--- src/rtl/pp_row_sequencer.sv ---
// pp_row_sequencer: takes one unsigned operand pair and emits one aligned,
// zero-extended partial-product row per clock to the CSA stage. A shadow
// accumulator sums the rows, and the finished product is held on a
// valid/ready port until the consumer takes it.
module pp_row_sequencer #(
    parameter int WIDTH     = 4,
    parameter bit SKIP_ZERO = 1'b0
) (
    input  logic                       clk_i,
    input  logic                       rst_i,
    input  logic                       in_valid_i,
    output logic                       in_ready_o,
    input  logic [WIDTH-1:0]           in_a_i,
    input  logic [WIDTH-1:0]           in_b_i,
    output logic                       row_valid_o,
    output logic [2*WIDTH-1:0]         row_data_o,
    output logic [$clog2(WIDTH)-1:0]   row_idx_o,
    output logic                       row_last_o,
    output logic                       out_valid_o,
    input  logic                       out_ready_i,
    output logic [2*WIDTH-1:0]         out_prod_o,
    output logic                       busy_o
);
    localparam int PW = 2 * WIDTH;
    localparam int IW = $clog2(WIDTH);

    typedef enum logic [1:0] {S_IDLE, S_ROW, S_DONE} state_t;

    state_t          state_q, state_d;
    logic            in_ready_q, in_ready_d;
    logic [WIDTH-1:0] a_q, a_d, b_q, b_d;
    logic [PW-1:0]   acc_q, acc_d, prod_q, prod_d;
    logic [IW-1:0]   idx_q, idx_d;

    logic            row_bit;
    logic            last_c;
    logic [PW-1:0]   row_c;

    // Current row is built from the latched operands only, so the row
    // outputs never depend combinationally on the input port.
    always_comb begin
        row_bit = b_q[idx_q];
        last_c  = (idx_q == IW'(WIDTH - 1));
        row_c   = PW'(a_q & {WIDTH{row_bit}}) << idx_q;
    end

    // Next-state and datapath updates; in_ready is registered from the next
    // state so it stays low through reset and rises one cycle after release.
    always_comb begin
        state_d = state_q;
        a_d     = a_q;
        b_d     = b_q;
        acc_d   = acc_q;
        idx_d   = idx_q;
        prod_d  = prod_q;
        unique case (state_q)
            S_IDLE: begin
                if (in_valid_i && in_ready_q) begin
                    a_d     = in_a_i;
                    b_d     = in_b_i;
                    acc_d   = '0;
                    idx_d   = '0;
                    state_d = S_ROW;
                end
            end
            S_ROW: begin
                acc_d = acc_q + row_c;
                if (last_c) begin
                    prod_d  = acc_q + row_c;
                    idx_d   = '0;
                    state_d = S_DONE;
                end else begin
                    idx_d = idx_q + 1'b1;
                end
            end
            S_DONE: begin
                if (out_ready_i) state_d = S_IDLE;
            end
            default: state_d = S_IDLE;
        endcase
        in_ready_d = (state_d == S_IDLE);
    end

    // State register with synchronous reset.
    always_ff @(posedge clk_i) begin
        if (rst_i) begin
            state_q    <= S_IDLE;
            in_ready_q <= 1'b0;
        end else begin
            state_q    <= state_d;
            in_ready_q <= in_ready_d;
        end
    end

    // Operand, accumulator, row index and product registers.
    always_ff @(posedge clk_i) begin
        if (rst_i) begin
            a_q    <= '0;
            b_q    <= '0;
            acc_q  <= '0;
            idx_q  <= '0;
            prod_q <= '0;
        end else begin
            a_q    <= a_d;
            b_q    <= b_d;
            acc_q  <= acc_d;
            idx_q  <= idx_d;
            prod_q <= prod_d;
        end
    end

    // Outputs decoded from state and registers only.
    always_comb begin
        in_ready_o  = in_ready_q;
        row_valid_o = (state_q == S_ROW) && (SKIP_ZERO ? row_bit : 1'b1);
        row_data_o  = (state_q == S_ROW) ? row_c : '0;
        row_idx_o   = idx_q;
        row_last_o  = (state_q == S_ROW) && last_c;
        out_valid_o = (state_q == S_DONE);
        out_prod_o  = prod_q;
        busy_o      = (state_q != S_IDLE);
    end
endmodule

--- config.mk ---
export PLATFORM = sky130hd
export DESIGN_NAME = pp_row_sequencer
export DESIGN_NICKNAME = d
export VERILOG_FILES = /design/src/rtl/pp_row_sequencer.sv
export SDC_FILE = /design/constraint.sdc
export NUM_CORES = 1
export LEC_CHECK = 0
export BUFFER_PORTS_ARGS = -buffer_cell sky130_fd_sc_hd__buf_4
export CORE_UTILIZATION = 57
export CTS_BUF_LIST = sky130_fd_sc_hd__clkbuf_16
export CTS_CLUSTER_DIAMETER = 80
export DETAILED_ROUTE_END_ITERATION = 10
export PLACE_DENSITY_LB_ADDON = 0.05
export SLEW_MARGIN = 25
export SYNTH_ARGS = -nofsm -noshare
export SYNTH_HDL_FRONTEND = slang
export SYNTH_SLANG_ARGS = --single-unit
--- constraint.sdc ---
create_clock -name clk_i -period 5.45 [get_ports clk_i]
set_input_delay 1.09 -clock clk_i [delete_from_list [all_inputs] [get_ports clk_i]]
set_output_delay 1.09 -clock clk_i [all_outputs]
set_load 0.1 [all_outputs]
======== Word-level counts from Yosys, hierarchy flattened ========
Cells that the tools add are included.
storage, ports and cells
  register bits after elaboration ......... 29
  input port bits ......................... 12
  output and inout port bits .............. 23
  logic and storage cells ................. 37
cells by class
  add/sub/neg operators ................... 2
  $lt $le $gt $ge ......................... 1
  eq/ne operators ......................... 4
  shifts and indexed selects .............. 1
  multiplexer cells ....................... 12
  bitwise operators ....................... 1
  reduce and logical (&&, ||, !) cells .... 9
operators by type and width
  cell                 count
  $mux 8               2
  $pmux 8 s2           1
  $mux 2               5
  $add 8x8->8          1
  $shl 4x2->8          1
  $pmux 2 s3           1
  $reduce_and 2->1     3
  $and 4x4->4          1
  $eq 2x2->1 const B   2
  $logic_not 2->1      2
  $pmux 2 s2           1
  $reduce_bool 2->1    2
  $lt 2x3->1 const B   1
  $add 2x1->2 const B  1
  $bmux 1 s2           1
  $eq 2x1->1 const B   1
  $logic_and 1x1->1    2
  $ne 2x2->1 const B   1
  $mux 1               1

======== Logic depth before layout (Yosys ltp) ========
Gate-level depths: netlist of the first run.
  depth in word-level cells ............... 6
  mapped depth ............................ 11
  depth with buffers taken out ............ 10

======== Least setup slack after synthesis of the first run ========
No wires, ideal clock.
  path kind ............................... reg2out
  from .................................... reg idx_q[0], in the netlist row_idx_o[0]
  to ...................................... out row_data_o[0]
  arrival ................................. 3949 ps
  data required time ...................... 4360 ps
  setup slack ............................. 411 ps
  cell stages (with the launch flop) ...... 3
  buffers on the path ..................... 1
  cell sequence ........................... dfxtp_1 clkbuf_1 nor4_1
between the ends
  longest elaborated chain between the ends .. 5
ends and longest elaborated chain
  what                          line  RTL
  start: declaration            33    logic [IW-1:0] idx_q, idx_d;
  start signal: assignment      107   idx_q <= idx_d;
  $bmux 1 s2                    42    row_bit = b_q[idx_q];
  $mux 1 (not written as such)  42
  $and 4x4->4                   44    row_c = PW'(a_q & {WIDTH{row_bit}}) << idx_q;
  $shl 4x2->8 *                 44
  $mux 8 *                      116   row_data_o = (state_q == S_ROW) ? row_c : '0;
  end: declaration              16    output logic [2*WIDTH-1:0] row_data_o,
Every way passes the cells marked *; elsewhere a longest branch is shown, timed or not. The select of a mux whose other input is x is not followed.

======== Worst setup path after layout of the first run ========
  from .................................... reg idx_q[0], in the netlist row_idx_o[0]
  to ...................................... out row_data_o[2]
Same word-level chain as after synthesis.

==> results.py, run 1 <==
metrics = {
    "power_and_ir_drop": {
        "p_sw_uw": 139.6,
        "powerDensity_nw_per_um2": 274.1,
        "power_frac_comb_pct": 11.5,
        "internal-power_uw": 398.4,
        "seq_power_share_pct": 41.9,
        "switching_share_pct": 25.95,
        "p_clk_share_pct": 46.6,
        "total_leakage_power_uw": 0.0008532,
        "vdd.ir_drop.worst_mv": 0.3331,
    },
    "sta": {
        "worstMarginPinSlew_ns": 0.5430,
        "rsz0062_at_grt": "no",
        "setup_viol": 0,
        "fin_crit_sh_pct": 60.42,
        "slew_headroom_pct": 63.75,
        "hold_violations": 0,
        "fmax_ghz": 0.3037,
        "fin_tns_setup_ns": 0,
        "drv_slew": 0,
        "skew_ns": 0.003423,
        "final.setup.worst_slack_ns": 2.157,
        "period_minus_slack_ns": 3.293,
    },
    "die": {
        "io_pins": 35,
        "die_w_um": 54.78,
        "dieArea_um2": 3001,
        "start_util_pct": 62.39,
        "die_y_um": 54.78,
        "core_um2": 2545,
        "row_count": 18,
    },
    "setup_path": {
        "r2r_setup_slack_ns": 2.24,
        "crit_required_ns": 4.36,
        "arrival_ns": 2.20,
        "reg2reg_to": "acc_q[6]",
        "r2r_start": "row_idx_o[0]",
        "reg2regPathDepth": 8,
        "critPathKind": "reg2out",
        "cp-start-kind": "flip-flop",
        "cp_max_fo": 17,
        "end_kind": "output pin",
    },
    "global_route": {
        "gr-usage-met1_pct": 28.45,
        "grt_max_degree": 34,
        "grt_overflow": 0,
        "grt_pass1_vias": 1378,
        "antenna_found_initial": 0,
        "gr-usage-met2_pct": 48.80,
        "grt_util_all_layers_pct": 26.70,
        "gr-usage-met3_pct": 7.500,
        "busiest_layer": "met2",
        "grt_pass1_wl_mm": 5.609,
    },
    "placed_design": {
        "io_buffers": 33,
        "place.gp.congestion": 0.8246,
        "dp_slack_ns": 2.315,
        "place_area_um2": 1827,
        "post-dp-hpwl_mm": 2.669,
    },
    "synth": {
        "synthArstFlopShare_pct": 0,
        "ys_ff_latch": 29,
        "synth_cell_types": 46,
        "synth_area_um2": 1588,
        "syn_nets": 216,
        "yosysWarnings": 0,
        "ys_top_cells_by_area": "dfxtp_1 37%, nand2_1 7.8%, a21oi_1 6.9%",
        "synth_top_family_by_area": "simple AND/OR/NAND/NOR gates",
        "yosysSeqAreaShare_pct": 36.56,
        "synth_fa_ha_area_share_pct": 6.777,
        "synth_top_flop_cell": "dfxtp_1",
        "synth-simple-area-share_pct": 24.98,
        "synth_edf_count": 0,
        "synth_most_common_cell": "nand2_1",
        "yosysTopAreaCell": "dfxtp_1",
        "synth_top_area_share_pct": 36.56,
        "syn_inst": 196,
        "synth_top_cells_by_count": "33 x nand2_1, 29 x dfxtp_1, 22 x a21oi_1",
        "synth-compound-area-share_pct": 20.72,
        "synth_xor_area_share_pct": 2.758,
        "syn_avg_cell_area_um2": 8.101,
        "synth_mux_area_share_pct": 3.625,
    },
    "cells_and_area": {
        "area_delta_synth_final_pct": 23.64,
        "final_cell_area_um2": 1963,
        "n_fill_cell": 201,
        "final_layout_size_suffix_gt1_share_pct": 18.94,
        "diodes": 0,
        "fin_nets": 246,
    },
    "drt": {
        "antenna_left": 0,
        "wl_per_cell_um": 14.20,
        "drt_iter0_drc": 60,
        "first_pass_iters": 4,
        "via_count": 1519,
        "wl_mm": 3.650,
        "post_drt_via_cell_ratio": 5.911,
        "drc": 0,
    },
    "clocking": {
        "cts_resized": 0,
        "cts.clk_slew.worst_paths_ns": 0.05,
        "clock_sinks": 29,
        "cts_root_buf": "clkbuf_16",
        "cts_buffers": 5,
        "clk_latency_ns": 0.27,
        "max-clock-path-buffers": 2,
        "cts_tree": "built",
        "cts_hold_buf": 0,
        "postCtsSetupRepairBufs": 0,
        "htreeDepth": 2,
    },
    "hold_path": {
        "whs_path_depth": 2,
        "hold_path.class": "reg2reg",
        "min-delay-start": "b_q[1]",
        "whs_endpoint": "b_q[1]",
    },
    "run_status": {
        "outcome": "finished clean",
    },
    "flow_run": {
        "drv_cap": 0,
    },
}
-- routing by layer --
layer | up-vias | share of wire (%)
met4 | 0 | 1.5
li1 | 753 | -
met5 | - | 0
met1 | 709 | 42
met2 | 49 | 51
met3 | 8 | 5.9
-- sequential cells by signal, summed over array words and instances, names as in the netlist --
name,cells
row_idx_o,2
state_q,2
out_prod_o,8
b_q,4
in_ready_o,1
acc_q,8
a_q,4
-- worst max path at each step --
stage                      start            end  slack [ns]
floorplan           row_idx_o[0]  row_data_o[0]        0.41
global placement    row_idx_o[0]  out_prod_o[6]        2.39
detailed placement  row_idx_o[0]  out_prod_o[7]        2.32
CTS                 row_idx_o[0]  row_data_o[2]        2.18
global route        row_idx_o[0]  out_prod_o[7]        2.03
finish              row_idx_o[0]  row_data_o[2]        2.16
-- worst max-delay path: stages (launching register included) --
cell	delay (ns)
dfxtp_1	0.66
mux4_1	0.71
o21a_1	0.17
and2_1	0.16
buf_4	0.22
-- final cells by class --
class,instances,area (um2),area share [%]
Multi-Input combinational cell,151,938.4,47.80
Clock inverter,3,11.26,0.5736
Tap cell,30,37.54,1.912
Timing Repair Buffer,33,247.7,12.62
Inverter,6,22.52,1.147
Clock buffer,5,125.1,6.373
Sequential cell,29,580.6,29.57
-- metrics by stage --
| step | std cells | power, uW | hold WS, ns | utilization, % |
|---|---|---|---|---|
| floorplan | 196 | 274.8 | 0.4315 | - |
| global placement | 249 | 289.2 | 0.4380 | 71.78 |
| detailed placement | 249 | 291.2 | 0.4512 | 71.78 |
| CTS | 257 | 537.5 | 0.4576 | 77.14 |
| global route | 257 | 551.2 | 0.4782 | 77.14 |
| finish | 257 | 538.0 | 0.4533 | 77.14 |
-- cells in the final DEF (no fill, tap or decap), drive strengths merged, types with 4 or more instances in the layout --
| cell | n |
|---|---|
| buf | 33 |
| o21ai | 5 |
| nand3b | 4 |
| dfxtp | 29 |
| nor2 | 20 |
| a211oi | 4 |
| xnor2 | 4 |
| nand2b | 5 |
| nand2 | 34 |
| and2 | 4 |
| inv | 9 |
| ha | 7 |
| clkbuf | 5 |
| a21oi | 22 |
| a22oi | 5 |
-- cell families after synthesis --
logic type | count (synthesis)
and+or+nand+nor | 83
adders and majority gates | 8
muxes | 4
AOI/OAI and AO/OA | 50
DFF | 29
other | 1
buffers and inverters | 16
xor gates and xnor gates | 5
-- power by group through the flow --
| stage | Clock (uW) | Sequential, uW | Combinational, uW |
|---|---|---|---|
| 3_5_place_dp | 0 | 229 | 62.1 |
| 4_1_cts | 250 | 225 | 62.1 |
| 5_1_grt | 259 | 226 | 66.0 |
| 6_report | 251 | 225 | 62.1 |
| 2_1_floorplan | 0 | 237 | 38.0 |
| 3_3_place_gp | 0 | 229 | 60.7 |
(Power assumes the default switching activity.)
==> inputs of run 2 (changes only) <==
Settings changed: ABC_AREA set to 1, CORE_UTILIZATION 57 to 53.
Clock period 5.45 ns to 3.2 ns, I/O delays scaled along.
==> run 2 against run 1 <==
The flow now finishes with violations (DRC). Combinational power grew 130%. Die area grew 9.2%. First-iteration DRC count grew 3.3%. Critical endpoint is now out_prod_o[7]. Largest cell class unchanged.
==> results.py, run 2 <==
metrics = {
    "synth": {
        "synth-compound-area-share_pct": 14.15,
        "synth-simple-area-share_pct": 29.54,
        "synth_most_common_cell": "nand2_1",
        "synth_area_um2": 1618,
        "syn_inst": 231,
        "ys_ff_latch": 29,
        "synth_top_area_share_pct": 35.89,
        "yosysWarnings": 0,
        "syn_nets": 251,
        "synth_xor_area_share_pct": 2.707,
        "synth_cell_types": 30,
        "yosysTopAreaCell": "dfxtp_1",
        "syn_avg_cell_area_um2": 7.003,
        "synth_top_flop_cell": "dfxtp_1",
        "synth_top_family_by_area": "simple AND/OR/NAND/NOR gates",
        "ys_top_cells_by_area": "dfxtp_1 36%, nand2_1 12%, nor2_1 7.0%",
        "synth_mux_area_share_pct": 0,
        "synth_edf_count": 0,
        "synthArstFlopShare_pct": 0,
        "synth_top_cells_by_count": "51 x nand2_1, 30 x nor2_1, 29 x dfxtp_1",
        "yosysSeqAreaShare_pct": 35.89,
        "synth_fa_ha_area_share_pct": 6.651,
    },
    "die": {
        "row_count": 19,
        "io_pins": 35,
        "die_w_um": 57.25,
        "dieArea_um2": 3278,
        "die_y_um": 57.25,
        "start_util_pct": 57.19,
        "core_um2": 2829,
    },
    "placed_design": {
        "place.gp.congestion": 0.8073,
        "place_area_um2": 1911,
        "post-dp-hpwl_mm": 2.650,
        "placed_cells_incl_taps": 289,
        "io_buffers": 33,
    },
    "cells_and_area": {
        "final_cell_area_um2": 2071,
        "final_common_cell": "nand2_1",
        "final_util_pct": 73.20,
        "fin_nets": 285,
        "final_cells": 296,
        "n_fill_cell": 246,
        "diodes": 0,
        "final_layout_size_suffix_gt1_share_pct": 25.66,
        "layout_common_cells": "51 x nand2_1, 34 x buf_4, 27 x inv_1, 27 x dfxtp_1, 25 x nor2_1",
        "area_delta_synth_final_pct": 28.00,
    },
    "setup_path": {
        "reg2regPathDepth": 21,
        "arrival_ns": 3.01,
        "cp_max_fo": 12,
        "critPathKind": "reg2reg",
        "end_kind": "flip-flop",
        "r2r_setup_slack_ns": 0.37,
        "r2r_start": "row_idx_o[1]",
        "cp-start-kind": "flip-flop",
        "reg2reg_to": "out_prod_o[7]",
        "crit_required_ns": 3.37,
    },
    "sta": {
        "skew_ns": 0.004019,
        "drv_slew": 0,
        "fin_tns_setup_ns": 0,
        "rsz0062_at_grt": "no",
        "setup_viol": 0,
        "period_minus_slack_ns": 2.831,
        "fmax_ghz": 0.3532,
        "fin_crit_sh_pct": 88.47,
        "holdWs_ns": 0.4640,
        "hold_violations": 0,
    },
    "hold_path": {
        "whs_endpoint": "out_prod_o[2]",
        "whs_path_depth": 2,
        "min-delay-start": "out_prod_o[2]",
        "hold_path.class": "reg2reg",
    },
    "drt": {
        "drc": 4,
        "wl_per_cell_um": 12.55,
        "antenna_left": 0,
        "wl_mm": 3.714,
        "drt_iter0_drc": 62,
        "via_count": 1536,
        "first_pass_iters": 7,
        "post_drt_via_cell_ratio": 5.189,
    },
    "global_route": {
        "busiest_layer": "met2",
        "grt_pass1_wl_mm": 6.499,
        "grt_util_all_layers_pct": 26.28,
        "antenna_found_initial": 0,
        "gr-usage-met3_pct": 8.390,
        "grt_max_degree": 17,
        "gr-usage-met2_pct": 41.34,
        "grt_pass1_vias": 1426,
        "gr-usage-met1_pct": 33.71,
        "grt_overflow": 0,
    },
    "clocking": {
        "postCtsSetupRepairBufs": 0,
        "cts.clk_slew.worst_paths_ns": 0.05,
        "cts_hold_buf": 0,
        "htreeDepth": 2,
        "clk_latency_ns": 0.28,
        "cts_buffers": 5,
        "clock_sinks": 29,
        "max-clock-path-buffers": 2,
        "cts_root_buf": "clkbuf_16",
        "cts_tree": "built",
    },
    "run_status": {
        "failed_checks": "DRC",
        "outcome": "finished, violations left",
    },
    "power_and_ir_drop": {
        "vdd.ir_drop.worst_mv": 0.4193,
        "powerDensity_nw_per_um2": 505.9,
        "total_leakage_power_uw": 0.0009545,
    },
    "flow_run": {
        "drv_cap": 0,
    },
}
[run 2: cell types whose count changed in the layout (fill, tap and decap cells not counted), moves of 6 or more]
cell,delta
inv_1,+18
nand2_1,+18
o21ai_0,+12
a21oi_1,-7
nand3_2,+6
[run 2: repair_timing]
| item | CTS | global route |
|---|---|---|
| hold endpoints to repair | 0 | 0 |
| resized for setup | 0 | 2 |
| endpoints found under the setup margin | 0 | 2 |
[run 2: worst max-delay path, cell delays in order, from the launching register on]
cell and delay [ns]:
dfxtp_2 0.46, inv_2 0.12, nand3_4 0.11, nand2_1 0.07, inv_2 0.06, nand2_1 0.08, o21ai_1 0.23, nand2_1 0.09
o21ai_1 0.12, ha_1 0.31, nand3_1 0.11, nand3_1 0.11, a21oi_1 0.17, o21bai_1 0.12, nand3_2 0.09, nand2_1 0.05
nand2_1 0.07, nand3_1 0.10, nand2_1 0.09, nand2_1 0.06, nand2_1 0.06, inv_1 0.04
[run 2: per-layer routing]
metal | wire (um) | vias up | part of all wire, %
li1 | - | 792 | -
met1 | 1755 | 688 | 47
met2 | 1683 | 45 | 45
met3 | 187 | 11 | 5.0
met4 | 88 | 0 | 2.4
met5 | 0 | - | 0
[run 2: layout make-up]
type                    count  area (um2)  share of cell area (%)
clock inverters             2       35.03                   1.692
clock buffers               5       125.1                   6.042
well taps                  31       38.79                   1.873
repair buffers             34       255.2                   12.33
flip-flops and latches     29       583.1                   28.16
inverters                  34       132.6                   6.405
multi-input cells         161       900.9                   43.50
[run 2: cell families (layout without fill, tap and decap cells)]
family | Yosys count | after routing
buf+inv | 41 | 75
xor+xnor | 5 | 5
fa+ha+maj | 8 | 8
simple gates | 105 | 105
other cells | 1 | 1
flops | 29 | 29
compound gates | 42 | 42
[run 2: worst max path at each step]
stage	slack (ns)	end	from
2_1_floorplan	0.09	row_data_o[6]	row_idx_o[1]
3_3_place_gp	0.37	acc_q[6]	row_idx_o[1]
3_5_place_dp	0.32	acc_q[6]	row_idx_o[1]
4_1_cts	0.28	acc_q[6]	row_idx_o[1]
5_1_grt	0.07	out_prod_o[7]	row_idx_o[1]
6_report	0.37	out_prod_o[7]	row_idx_o[1]
[run 2: where the power goes]
group / internal [uW] / total [uW] / switching [uW]
logic: 36.2 / 141 / 105
clock network: 360 / 519 / 159
registers: 375 / 387 / 12.5
total: 771 / 1050 / 276
[run 2: per-stage QoR]
stage	worst slack [ns]	total power, uW
after detailed placement	0.3203	533.3
after CTS	0.2808	1050
after global routing	0.06897	1082
after global placement	0.3747	532.2
after floorplan	0.09413	501.3
final	0.3691	1048
